`src/rtl/alu_arbiter.sv`:
```
// alu_arbiter
// Shares one combinational ALU8 between two requesters. A request is
// accepted in IDLE and its operands are registered onto the alu_* outputs.
// They are held for SETTLE_CYCLES cycles, and then alu_out is captured into
// resp_data. The result is returned with the owning requester id.
//
// Handshake semantics (all three channels): a transfer happens on the rising
// edge where valid && ready are both high. A source may change or drop valid
// at any time; nothing is sampled outside the transfer edge.
//
// Parameters:
//   SETTLE_CYCLES  cycles the alu_* inputs are held before capture (1..15)
// Ports:
//   clk, rst                    clock, synchronous active-high reset
//   r0_* / r1_*                 requester channels: valid/ready, a, b, select, cin, bin
//   resp_valid/resp_ready       response channel, with resp_id and resp_data
//   alu_a/alu_b/alu_select/
//   alu_cin/alu_bin             registered operands driven to ALU8
//   alu_out                     ALU8 result (combinational from alu_*)
//   busy                        high whenever the FSM is not IDLE
//   state_dbg                   current FSM state, for checkers
module alu_arbiter #(
  parameter int SETTLE_CYCLES = 1
) (
  input  logic       clk,
  input  logic       rst,
  input  logic       r0_valid,
  output logic       r0_ready,
  input  logic [7:0] r0_a,
  input  logic [7:0] r0_b,
  input  logic [3:0] r0_select,
  input  logic       r0_cin,
  input  logic       r0_bin,
  input  logic       r1_valid,
  output logic       r1_ready,
  input  logic [7:0] r1_a,
  input  logic [7:0] r1_b,
  input  logic [3:0] r1_select,
  input  logic       r1_cin,
  input  logic       r1_bin,
  output logic       resp_valid,
  input  logic       resp_ready,
  output logic       resp_id,
  output logic [7:0] resp_data,
  output logic [7:0] alu_a,
  output logic [7:0] alu_b,
  output logic [3:0] alu_select,
  output logic       alu_cin,
  output logic       alu_bin,
  input  logic [7:0] alu_out,
  output logic       busy,
  output logic [1:0] state_dbg
);

  typedef enum logic [1:0] {
    IDLE   = 2'd0,
    SETTLE = 2'd1,
    RESP   = 2'd2
  } state_t;

  localparam logic [3:0] SETTLE_LOAD = 4'(SETTLE_CYCLES);

  state_t     state;
  logic       last_grant;
  logic [3:0] cnt;
  logic       grant;
  logic       accept;

  // Lone requester wins; on contention the one not granted last wins.
  always_comb begin
    grant = r1_valid;
    if (r0_valid && r1_valid) grant = ~last_grant;
  end

  // Gated by rst so no ready is offered while reset is held.
  assign r0_ready = !rst && (state == IDLE) && !grant && r0_valid;
  assign r1_ready = !rst && (state == IDLE) && grant && r1_valid;
  assign accept   = r0_ready || r1_ready;

  assign resp_valid = (state == RESP);
  assign busy       = (state != IDLE);
  assign state_dbg  = state;

  always_ff @(posedge clk) begin
    if (rst) begin
      state      <= IDLE;
      last_grant <= 1'b1;
      cnt        <= 4'd0;
      resp_id    <= 1'b0;
      resp_data  <= 8'd0;
      alu_a      <= 8'd0;
      alu_b      <= 8'd0;
      alu_select <= 4'd0;
      alu_cin    <= 1'b0;
      alu_bin    <= 1'b0;
    end else begin
      case (state)
        IDLE: begin
          if (accept) begin
            if (grant) begin
              alu_a      <= r1_a;
              alu_b      <= r1_b;
              alu_select <= r1_select;
              alu_cin    <= r1_cin;
              alu_bin    <= r1_bin;
            end else begin
              alu_a      <= r0_a;
              alu_b      <= r0_b;
              alu_select <= r0_select;
              alu_cin    <= r0_cin;
              alu_bin    <= r0_bin;
            end
            resp_id    <= grant;
            last_grant <= grant;
            cnt        <= SETTLE_LOAD;
            state      <= SETTLE;
          end
        end
        SETTLE: begin
          // cnt==1 marks the last settle cycle: capture on its closing edge.
          if (cnt == 4'd1) begin
            resp_data <= alu_out;
            cnt       <= 4'd0;
            state     <= RESP;
          end else begin
            cnt <= cnt - 4'd1;
          end
        end
        RESP: begin
          if (resp_ready) state <= IDLE;
        end
        default: state <= IDLE;
      endcase
    end
  end

endmodule
```
`config.mk`:
```
export PLATFORM = sky130hd
export DESIGN_NAME = alu_arbiter
export DESIGN_NICKNAME = d
export VERILOG_FILES = /design/src/rtl/alu_arbiter.sv
export SDC_FILE = /design/constraint.sdc
export NUM_CORES = 1
export LEC_CHECK = 0
export ABC_AREA = 1
export CORE_ASPECT_RATIO = 1.1
export CORE_MARGIN = 3
export CORE_UTILIZATION = 62
export CTS_CLUSTER_DIAMETER = 120
export CTS_CLUSTER_SIZE = 12
export DETAILED_ROUTE_END_ITERATION = 8
export DONT_BUFFER_PORTS = 1
export GPL_ROUTABILITY_DRIVEN = 0
export PLACE_DENSITY_LB_ADDON = 0.3
export REMOVE_ABC_BUFFERS = 1
export SYNTH_ARGS = -nofsm -noshare
export SYNTH_HDL_FRONTEND = slang
export SYNTH_SLANG_ARGS = --single-unit
```
`constraint.sdc`:
```
create_clock -name clk -period 1.5 [get_ports clk]
set_input_delay 0.3 -clock clk [delete_from_list [all_inputs] [get_ports clk]]
set_output_delay 0.3 -clock clk [all_outputs]
set_load 0.005 [all_outputs]
```
== After elaboration in Yosys (flattened, before gate mapping) ==
Index checks and enable logic that the tools add are counted.

* Register bits: 38
* Output and inout port bits: 37

* $add $sub $neg: 1
* Equality and inequality tests: 6
* Muxes and demuxes: 13
* Reductions and logical operators: 16
* Bitwise logic cells: 1

{| class="wikitable"
|+ Operators with widths
! operator !! count
|-
| $mux W8 || 2
|-
| $mux W4 || 3
|-
| $pmux W4 S2 || 1
|-
| $logic_and A1 B1 Y1 || 6
|-
| $mux W2 || 3
|-
| $pmux W2 S3 || 1
|-
| $reduce_and A2 Y1 || 3
|-
| $eq A4 B1 Y1 const B || 1
|-
| $ne A2 B2 Y1 const B || 2
|-
| $reduce_bool A2 Y1 || 2
|-
| $sub A4 B1 Y4 const B || 1
|-
| $mux W1 || 3
|-
| $reduce_and A3 Y1 || 1
|-
| $eq A2 B1 Y1 const B || 1
|-
| $eq A2 B2 Y1 const B || 1
|-
| $logic_not A1 Y1 || 2
|-
| $logic_not A2 Y1 || 1
|-
| $ne A2 B1 Y1 const B || 1
|-
| $logic_or A1 B1 Y1 || 1
|-
| $not A1 Y1 || 1
|}

== Longest topological paths before layout ==
Gate-level depths: netlist of run 1.

* Depth after elaboration: 8
* Mapped depth: 8

== Worst setup path before layout of run 1 ==
No wires, ideal clock.

* Kind: register -> register
* Start point: register state[1] (netlist: state_dbg[1])
* End point: register alu_a[1]
* Stages on the path, launching flop included: 9
* Clock period less this slack: 1.189 ns
* Buffers on the path: 1
* Arrival: 1.120 ns
* Library setup time: 0.069 ns
* Slack: 0.311 ns
* Cell sequence: dfxtp_1 -> inv_2 -> nand2_1 -> nor2_4 -> nand2_2 -> nand2_2 -> buf_6 -> nand2_1 -> a21oi_2

* Word-level cells in the longest chain between the ends: 6
* Elaborated cells between the ends (all ways): 8

{| class="wikitable"
|+ RTL lines
! what !! RTL line !! text
|-
| start, declared || 63 || <nowiki>state_t state;</nowiki>
|-
| start signal, assigned || 86 || <nowiki>state <= IDLE;</nowiki>
|-
| start signal, assigned || 116 || <nowiki>state <= SETTLE;</nowiki>
|-
| start signal, assigned || 124 || <nowiki>state <= RESP;</nowiki>
|-
| $logic_not A2 Y1 * || 76, 77, 97 ||
|-
| $logic_and A1 B1 Y1 || 76, 77 ||
|-
| $logic_and A1 B1 Y1, on equally long branches (2 in a row) || 76, 77 ||
|-
| $logic_or A1 B1 Y1 || 78 || <nowiki>assign accept = r0_ready || r1_ready;</nowiki>
|-
| $reduce_and A2 Y1 (no line) * || - ||
|-
| end signal, assigned || 101 || <nowiki>alu_a <= r1_a;</nowiki>
|-
| end signal, assigned || 107 || <nowiki>alu_a <= r0_a;</nowiki>
|-
| end, declared || 45 || <nowiki>output logic [7:0] alu_a,</nowiki>
|}

Mark *: on every way between the ends. The rest lies on a longest branch, timed or not.
A chain may end at the register's enable or synchronous reset.

== Worst setup path in the final report of run 1 ==
* Start point: register state[0] (netlist: state_dbg[0])
* End point: output r0_ready

* Word-level cells in the longest chain between the ends: 4

{| class="wikitable"
|+ RTL lines
! what !! RTL line !! text
|-
| $logic_not A2 Y1 || 76 || <nowiki>assign r0_ready = !rst && (state == IDLE) && !grant && r0_valid;</nowiki>
|-
| $logic_and A1 B1 Y1 (3 in a row) || 76 ||
|-
| end, declared || 28 || <nowiki>output logic r0_ready,</nowiki>
|}

Every way passes these cells.

==> results of run 1 <==
## report_power, final
group | leakage [nW] | switching, mW | internal, mW | total [mW]
Sequential | 0.311 | 0.0707 | 1.09 | 1.16
Combinational | 0.539 | 0.265 | 0.165 | 0.429
Clock | 0.0322 | 0.332 | 0.184 | 0.516
Total | 0.883 | 0.668 | 1.44 | 2.11
## cell usage after synthesis, types with 2 or more instances
cell type and instances:
nand4_1 4, dfxtp_1 38, nor2_1 25, a21oi_1 16, ha_1 2, nand3_1 8, inv_2 4, nand2_1 108
o21ai_0 9, clkbuf_1 2, nand2_2 12, nor2_4 2, a21oi_2 10, buf_2 4, inv_1 8, buf_6 4
## cells by family (layout without fill, tap and decap cells)
family          Yosys count  in the layout  synth area share
simple gates            161            161            0.3696
flops                    38             38            0.4139
compound gates           36             36            0.1246
buf+inv                  25             31           0.07352
fa+ha+maj                 2              2           0.01361
xor+xnor                  1              1          0.004766
## sequential cells by signal, indices dropped and copies added (netlist names)
| signal | cells |
|---|---|
| alu_bin | 1 |
| state_dbg | 2 |
| resp_data | 8 |
| resp_id | 1 |
| cnt | 4 |
| alu_a | 8 |
| alu_select | 4 |
| alu_cin | 1 |
| alu_b | 8 |
| last_grant | 1 |
## area by class of cell
type	count	area, um^2	share of cell area
flip-flops and latches	38	763.2	0.3868
multi-input cells	200	964.7	0.4889
inverters	13	51.30	0.02600
repair buffers	10	97.59	0.04946
well taps	33	41.29	0.02093
clock inverters	2	13.76	0.006975
clock buffers	6	41.29	0.02093
## repair_timing
| action | CTS | global route |
|---|---|---|
| hold buffers | 3 | 1 |
| setup buffers | 0 | 0 |
| resized for setup | 4 | 3 |
| endpoints found under the hold margin | 18 | 6 |
| setup endpoints to repair | 1 | 19 |
| pin swaps | 1 | 0 |
## per-layer routing
metal / share of wire / vias up / track usage / wire length, um
li1: - / 832 / - / -
met1: 0.40 / 723 / 0.2593 / 1628
met2: 0.47 / 86 / 0.3856 / 1939
met3: 0.11 / 9 / 0.08811 / 457
met4: 0.015 / 0 / 0.08696 / 61
met5: 0 / - / 0 / 0
## through the flow
stage	total power [mW]	instance area, um^2	instances	setup WS (ps)	utilization
detailed placement	1.584	1853	290	107.5	0.6612
finish	2.110	1973	302	83.23	0.7040
global route	2.250	1973	302	1.147	0.7040
global placement	1.575	1853	290	110.7	0.6612
floorplan	1.474	1754	251	12.49	-
CTS	2.122	1958	301	12.47	0.6987
## path summary, 6_finish.rpt
| check | startpoint | endpoint | slack, ps |
|---|---|---|---|
| setup / recovery | state_dbg[0] | r0_ready | 80 |
| hold / removal | alu_out[1] | resp_data[1] | 90 |
| setup reg to reg | state_dbg[1] | alu_a[0] | 140 |
| hold reg to reg | alu_b[2] | alu_b[2] | 490 |
==> out/results.tsv, run 1 <==
metric	value	unit
Die ar.	3655	um^2
Avg Cell Area, Syn	6.989	um^2
# DRC	0	
core area	2803	um^2
Finish-stage setup viols	0	
Crit. path cell count	3	
Congestion Overflow GR	0	
clk slew on worst S/H paths	110	ps
EDFF count, synth	0	
RSZ-0062 raised after global routing	false	
Worst Tran Pin Value	902.6	ps
Die Y	63.11	um
period utilization	0.9445	
Routed Antenna Nets	0	
CP Data Arrival Time	1120	ps
kind of cell adding the most delay to the critical path	simple AND/OR/NAND/NOR gates	
layout cell share with drive strength beyond 1	0.1859	
CP max stage cell	dfxtp_2	
worst ir drop on vdd	0.8998	mV
# fillers	236	
TNS Setup	0	ps
PwrDens	1069	nW/um^2
worst r2r path cells	8	
CP startpoint kind	flip-flop	
vias in the first global route	1478	
Setup CP Type	reg -> out	
root buf cell	clkbuf_4	
HPWL Detailed	2847	um
die width	57.92	um
Data required, critical path	1200	ps
status	complete, no violations	
Fmax achieved	705.8	MHz
Max clock buf depth	2	
worst path bufs/invs	0	
Yosys top cell area share	0.4139	
Antenna Cells	0	
1st-iter DRT viols	61	
total track usage	0.2300	
register area share after synthesis	0.4139	
nets@finish	327	
first-pass GRT wire length	6672	um
Hold Path Depth	2	
CP max FO	7	
crit path cell chain	nor2_4 -> nand3_4 -> nor2_2	
Hold Slack	88.56	ps
Cell Area, Synth	1838	um^2
initial antenna violation count	0	
Yosys top cell by area	dfxtp_1	
# clock sinks	38	
clock latency on the worst-skew pair	340	ps
Syn Inst Count	263	
max-slew violation count	0	
Synth area leaders	dfxtp_1 41%, nand2_1 22%, nor2_1 5.1%, a21oi_2 4.8%, a21oi_1 4.4%	
DR WL/cell	13.53	um
WL final	4086	um
Synth Register Bits	38	
commonest non-fill, non-tap cell in the layout	nand2_1	
LEAKAGE	0.8830	nW
max-cap violations	0	
library cells used by synthesis	23	
Worst setup EP type	output port	
Async SR Flop Fraction	0	
CTS tree	yes	
commonest cells after routing, fill and taps aside	108 x nand2_1, 36 x dfxtp_1, 23 x nor2_1, 16 x a21oi_1, 12 x nand2_2	
I/O Buffers	0	
Vias/cell	5.464	
drt pass-1 iters	4	
Min-Delay Path Class	in -> reg	
largest net degree at the start of global routing	24	
crit-path max cell delay	370	ps
I/O pin total	94	
Initial Util	0.6558	
Final Hold Fails	0	
row count	20	
CTS Buf Count	5	
Final Skew	8.046	ps
minimum clock period	1417	ps
DR vias	1650	
Warnings, synthesis	0	
H-tree levels	2	
max_slew headroom	0.3963	
Layout area overhead	7.352	%
Post-synth top flop	dfxtp_1	
Power figures use the tool's default switching activity.
==> run 2, diff against run 1 <==
--- a/config.mk
+++ b/config.mk
@@ -7,4 +7,5 @@
 export LEC_CHECK = 0
 export ABC_AREA = 1
+export ABC_CLOCK_PERIOD_IN_PS = 1500
 export CORE_ASPECT_RATIO = 1.1
 export CORE_MARGIN = 3
@@ -14,5 +15,5 @@
 export DETAILED_ROUTE_END_ITERATION = 8
 export DONT_BUFFER_PORTS = 1
-export GPL_ROUTABILITY_DRIVEN = 0
+export GPL_ROUTABILITY_DRIVEN = 1
 export PLACE_DENSITY_LB_ADDON = 0.3
 export REMOVE_ABC_BUFFERS = 1
==> constraint.sdc (replaced) <==
create_clock -name clk -period 1.5 [get_ports clk]
set_input_delay 0.075 -clock clk [delete_from_list [all_inputs] [get_ports clk]]
set_output_delay 0.075 -clock clk [all_outputs]
set_load 0.005 [all_outputs]
==> out/results.tsv, run 2 (same netlist as run 1, synthesis figures left out) <==
metric	value	unit	change
PwrDens	972.5	nW/um^2	-9.1%
Worst setup EP type	output port		
HPWL Detailed	2917	um	+2.4%
CP Data Arrival Time	1330	ps	+210 ps
Die Y	63.11	um	unchanged
max-cap violations	0		unchanged
combinational fraction of design power	0.240		+0.036
worst path bufs/invs	1		+1
Worst Slack Setup Final	98.54	ps	+15.31 ps
Internal Pwr Total	1.700	mW	+18%
Max clock buf depth	2		unchanged
layout cell share with drive strength beyond 1	0.1522		-0.03370
FF-to-FF Start	state_dbg[0]		
TNS Setup	0	ps	unchanged
worst ir drop on vdd	0.8947	mV	-0.57%
Setup CP Type	reg -> out		
Top Registers	alu_a x8, alu_b x8, resp_data x8		
Congestion Overflow GR	0		unchanged
Fmax achieved	713.5	MHz	+1.1%
pre-CTS WS	124.5	ps	+16.98 ps
Sw Pwr	733.8	uW	+9.9%
minimum clock period	1401	ps	-15.31 ps
RSZ-0062 raised after global routing	false		
Hold Path Depth	2		unchanged
row count	20		unchanged
DR WL/cell	17.66	um	+30%
CP max FO	6		-1
largest net degree at the start of global routing	29		+21%
reg2reg end	alu_b[2]		
Die ar.	3655	um^2	unchanged
crit-path max cell delay	370	ps	about the same
Worst Hold Path EP	last_grant		
WL final	6268	um	+53%
kind of cell adding the most delay to the critical path	simple AND/OR/NAND/NOR gates		
Clk pwr share	0.281		+0.036
nets@finish	380		+16%
I/O Buffers	0		unchanged
CTS tree	yes		
initial antenna violation count	0		unchanged
CP startpoint kind	flip-flop		
DR vias	2046		+24%
drt pass-1 iters	5		+1
Initial Util	0.6558		unchanged
Data required, critical path	1420	ps	+220 ps
Final Hold Fails	0		unchanged
core area	2803	um^2	unchanged
LEAKAGE	1.111	nW	+26%
FF-to-FF setup slack	100	ps	-40 ps
crit path cell chain	nor2_1 -> nand3_1 -> buf_4 -> nor2_1		
Non-Filler Instances	355		+18%
Worst Tran Pin Value	324.3	ps	-578.2 ps
Post-Place Cells	290		unchanged
Finish-stage setup viols	0		unchanged
commonest non-fill, non-tap cell in the layout	nand2_1		
Reg power frac	0.479		-0.073
period utilization	0.9343		-0.01021
clk slew on worst S/H paths	100	ps	about the same
max_slew headroom	0.7835		+0.3872
first-pass GRT wire length	9784	um	+47%
Layout area overhead	36.15	%	
H-tree levels	2		unchanged
die width	57.92	um	unchanged
status	complete, no violations		
max-slew violation count	0		unchanged
worst r2r path cells	8		unchanged
Antenna Cells	0		unchanged
root buf cell	clkbuf_4		
Finished Core Util	0.8929		+0.1888
min-delay src	rst		
Final Skew	13.00	ps	+4.951 ps
I/O pin total	94		unchanged
# clock sinks	38		unchanged
clock latency on the worst-skew pair	340	ps	about the same
# DRC	0		unchanged
commonest cells after routing, fill and taps aside	108 x nand2_1, 54 x dlygate4sd3_1, 37 x dfxtp_1, 25 x nor2_1, 15 x a21oi_1		
Routed Antenna Nets	0		unchanged
vias in the first global route	2016		+36%
total track usage	0.3556		+0.1256
1st-iter DRT viols	132		+120%
Min-Delay Path Class	in -> reg		
CP max stage cell	dfxtp_1		
Vias/cell	5.763		+5.5%
switch share	0.3015		-0.01503
CP most frequent cell	nor2_1		
CTS Buf Count	5		unchanged
RD Place Congestion	0.8521		
-- run 2: worst max path at each step --
stage | slack, ps | cells after the start | to | startpoint
2_1_floorplan | 10 | 7 | cnt[0] | last_grant
3_3_place_gp | 180 | 7 | resp_data[1] | cnt[1]
3_5_place_dp | 120 | 8 | alu_cin | last_grant
4_1_cts | 100 | 4 | r0_ready | state_dbg[0]
5_1_grt | 8 | 8 | alu_b[2] | state_dbg[0]
6_report | 100 | 4 | r0_ready | state_dbg[0]
-- run 2: metal layers --
metal | global-route usage | wire length (um)
met2 | 0.5932 | 3085
met1 | 0.3777 | 2163
met5 | 0.04762 | 0
met4 | 0.1855 | 302
met3 | 0.1352 | 717
-- run 2: through the flow --
stage	total power, mW	area (um^2)	hold WS, ps
after global routing	2.546	2502	60.81
after floorplan	1.474	1754	137.4
after CTS	2.372	2476	23.57
after global placement	1.566	1841	141.7
final	2.434	2502	45.51
after detailed placement	1.576	1841	143.7
-- run 2: repair_timing --
item,in CTS,in global routing
buffers inserted,0,2
endpoints found under the setup margin,0,19
hold buffers,55,0
hold endpoints to repair,36,0
resized for setup,0,4
-- run 2: power by group through the flow --
stage,Sequential [mW],Combinational [mW],Clock [mW]
2_1_floorplan,1.17,0.308,0
3_3_place_gp,1.18,0.384,0
3_5_place_dp,1.18,0.391,0
4_1_cts,1.16,0.524,0.686
5_1_grt,1.17,0.643,0.729
6_report,1.17,0.584,0.684
-- run 2: area by class of cell --
cell class              count  area [um^2]
flip-flops and latches     38        762.0
clock buffers               7        45.04
multi-input cells         200        945.9
well taps                  33        41.29
fillers                   130        300.3
inverters                  13        53.80
clock inverters             1        30.03
repair buffers             63        624.3
-- run 2: worst register-to-register path: cells and delay by family (launching register included) --
| kind | cells | cell delay [ps] |
|---|---|---|
| buffers and inverters | 2 | 240 |
| and+or+nand+nor | 5 | 580 |
| AOI/OAI and AO/OA | 1 | 160 |
| DFF | 1 | 370 |
==> run 3, diff against run 2 <==
--- a/config.mk
+++ b/config.mk
@@ -9,5 +9,4 @@
 export ABC_CLOCK_PERIOD_IN_PS = 1500
 export CORE_ASPECT_RATIO = 1.1
-export CORE_MARGIN = 3
 export CORE_UTILIZATION = 62
 export CTS_CLUSTER_DIAMETER = 120
@@ -16,4 +15,5 @@
 export DONT_BUFFER_PORTS = 1
 export GPL_ROUTABILITY_DRIVEN = 1
+export HOLD_SLACK_MARGIN = 0.12
 export PLACE_DENSITY_LB_ADDON = 0.3
 export REMOVE_ABC_BUFFERS = 1
==> constraint.sdc (replaced) <==
create_clock -name clk -period 1.5 [get_ports clk]
set_input_delay 0.075 -clock clk [delete_from_list [all_inputs] [get_ports clk]]
set_output_delay 0.075 -clock clk [all_outputs]
set_load 0.05 [all_outputs]
==> out/results.tsv, run 3 <==
metric	value	unit	change
root buf cell	clkbuf_4		
most common cell in the netlist	nand2_1		
Async SR Flop Fraction	0		unchanged
first error	[ERROR DPL-0038] Utilization greater than 100%, impossible to legalize		
status	aborted with a tool error		
# clock sinks	38		unchanged
Initial Util	0.6558		unchanged
RD Place Congestion	0.8853		+3.9%
post-CTS sizing	4		+4
Synth area leaders	dfxtp_1 41%, nand2_1 22%, nor2_1 5.1%, a21oi_2 4.8%, a21oi_1 4.4%		
cts hold-fix bufs	60		+9.1%
Die Y	59.11	um	-6.3%
I/O Buffers	0		unchanged
EDFF count, synth	0		unchanged
Warnings, synthesis	0		unchanged
Max clock buf depth	2		unchanged
HPWL Detailed	3096	um	+6.2%
Yosys top cell by area	dfxtp_1		
H-tree levels	2		unchanged
row count	20		unchanged
Syn Inst Count	263		unchanged
register area share after synthesis	0.4139		unchanged
Avg Cell Area, Syn	6.989	um^2	unchanged
I/O pin total	94		unchanged
synth cell count leaders	108 x nand2_1, 38 x dfxtp_1, 25 x nor2_1, 16 x a21oi_1, 12 x nand2_2		
CTS Buf Count	5		unchanged
Synth Register Bits	38		unchanged
Yosys top cell area share	0.4139		unchanged
setup repair bufs after CTS	0		unchanged
die width	53.92	um	-6.9%
Stop stage	4_1_cts		
DP Area	2118	um^2	+15%
Post-synth top flop	dfxtp_1		
library cells used by synthesis	23		unchanged
Cell Area, Synth	1838	um^2	unchanged
-- run 3: logic make-up after synthesis --
kind of cell	synth area share
AOI/OAI and AO/OA	0.1246
and+or+nand+nor	0.3696
adders and majority gates	0.01361
DFF	0.4139
xor gates and xnor gates	0.004766
buffers and inverters	0.07352
-- run 3: per-stage QoR --
stage          worst slack, ps  std cells  setup TNS [ps]    util  hold slack, ps
3_5_place_dp             65.32        327               0  0.7558           140.5
2_1_floorplan           -322.7        251           -8152       -           137.4
3_3_place_gp             141.5        327               0  0.7558           140.1
==> run 4, diff against run 3 <==
Settings changed: CORE_ASPECT_RATIO 1.1 to unset, CORE_UTILIZATION 62 to 40, CTS_CLUSTER_DIAMETER 120 to unset, CTS_CLUSTER_SIZE 12 to unset, HOLD_SLACK_MARGIN 0.12 to unset, PLACE_DENSITY_LB_ADDON 0.3 to 0.15.
==> out/results.tsv, run 4 (same netlist as run 1, synthesis figures left out) <==
metric	value	unit	change
Internal Pwr Total	1.679	mW	
root buf cell	clkbuf_8		
Worst Tran Pin Value	232.9	ps	
Top Registers	alu_a x8, alu_b x8, resp_data x8		
Initial Util	0.4192		-0.2366
status	complete, no violations		
Routed Antenna Nets	0		
vias in the first global route	1561		
Antenna Cells	0		
DR WL/cell	11.51	um	
Min-Delay Path Class	in -> reg		
worst path bufs/invs	2		
CP startpoint kind	flip-flop		
clock latency on the worst-skew pair	270	ps	
CP Data Arrival Time	1340	ps	
GR peak layer	met2		
Die ar.	4870	um^2	
Layout area overhead	28.32	%	
LEAKAGE	1.125	nW	
commonest cells after routing, fill and taps aside	108 x nand2_1, 46 x buf_4, 38 x dfxtp_1, 24 x nor2_1, 16 x a21oi_1		
max-slew violation count	0		
crit path cell chain	nor2_2 -> nand3_2 -> buf_4 -> nor2_1 -> buf_4		
met2 Usage GRT	0.3109		
row count	24		+20%
CP max FO	5		
I/O pin total	94		unchanged
max_slew headroom	0.8447		
Worst setup EP type	output port		
PwrDens	1099	nW/um^2	
# clock sinks	38		unchanged
first-pass GRT wire length	6948	um	
Max clock buf depth	2		unchanged
Clk pwr share	0.244		
1st-iter DRT viols	66		
largest net degree at the start of global routing	28		
RD Place Congestion	0.8076		-8.8%
Worst Slack Setup Final	85.95	ps	
Sw Pwr	913.2	uW	
Finish-stage setup viols	0		
CTS tree	yes		
routing usage on met1	0.2124		
Finished Core Util	0.5380		
core area	4384	um^2	
CP max stage cell	dfxtp_1		
CTS Buf Count	5		unchanged
kind of cell adding the most delay to the critical path	buffers and inverters		
Final Skew	4.562	ps	
initial antenna violation count	0		
WL final	4214	um	
Vias/cell	4.740		
Die Y	69.79	um	+18%
switch share	0.3523		
RSZ-0062 raised after global routing	false		
nets@finish	373		
layout cell share with drive strength beyond 1	0.2739		
CP most frequent cell	buf_4		
Final Hold Fails	0		
Fmax achieved	707.2	MHz	
drt pass-1 iters	4		
combinational fraction of design power	0.317		
Congestion Overflow GR	0		
TNS Setup	0	ps	
pre-CTS WS	183.9	ps	+118.6 ps
clk slew on worst S/H paths	70	ps	
H-tree levels	2		unchanged
commonest non-fill, non-tap cell in the layout	nand2_1		
die width	69.79	um	+29%
I/O Buffers	0		unchanged
Hold Slack	29.67	ps	
Reg power frac	0.440		
worst ir drop on vdd	0.5934	mV	
met3 usage	0.04360		
Data required, critical path	1420	ps	
DR vias	1735		
period utilization	0.9427		
total track usage	0.1772		
minimum clock period	1414	ps	
HPWL Detailed	3004	um	-3.0%
# DRC	0		
crit-path max cell delay	340	ps	
Setup CP Type	reg -> out		
max-cap violations	0		
==> run 4: through the flow <==
stage | instance area, um^2 | power (mW) | instances
after CTS | 2349 | 2.623 | 365
final | 2359 | 2.592 | 366
after global routing | 2359 | 2.743 | 366
after global placement | 2157 | 1.942 | 348
after detailed placement | 2157 | 1.946 | 348
after floorplan | 1754 | 1.728 | 251
==> run 4: worst paths after layout <==
check        cells after the start          to  slack, ps          from
max                              5    r0_ready         90  state_dbg[0]
min                              4      cnt[0]         30      r0_valid
max reg2reg                      8    alu_b[4]        180  state_dbg[1]
min reg2reg                      2  last_grant        460    last_grant
==> run 4: tightest hold or removal path: cells and delay by family <==
kind	cells	cell delay, ps
simple gates	2	110
compound gates	1	50
buf+inv	1	40
==> run 4: final cells by class <==
cell class                 count  area, um^2
tap                           52       65.06
inverter                      13       51.30
sequential                    38       760.7
clock buffer                   7       76.32
fill                         457        2026
multi-input combinational    200       949.7
timing repair buffer          56       455.4
==> run 4: timing repair <==
action | 4_1_cts | 5_1_grt
endpoints found under the setup margin | 1 | 2
cloned | 0 | 0
buffers inserted | 0 | 1
hold endpoints to repair | 35 | 0
resized for setup | 1 | 1
hold buffers | 10 | 0
pin swaps | 0 | 1
==> run 4: power groups by stage <==
stage / registers, mW / logic, mW / clock network (mW)
floorplan: 1.39 / 0.338 / 0
detailed placement: 1.16 / 0.785 / 0
global route: 1.15 / 0.897 / 0.697
CTS: 1.14 / 0.827 / 0.657
finish: 1.14 / 0.822 / 0.631
global placement: 1.16 / 0.783 / 0
==> run 4: layer usage <==
layer	wire, um	up-vias
li1	-	925
met1	1913	750
met2	2046	55
met3	209	5
met4	44	0
met5	0	-
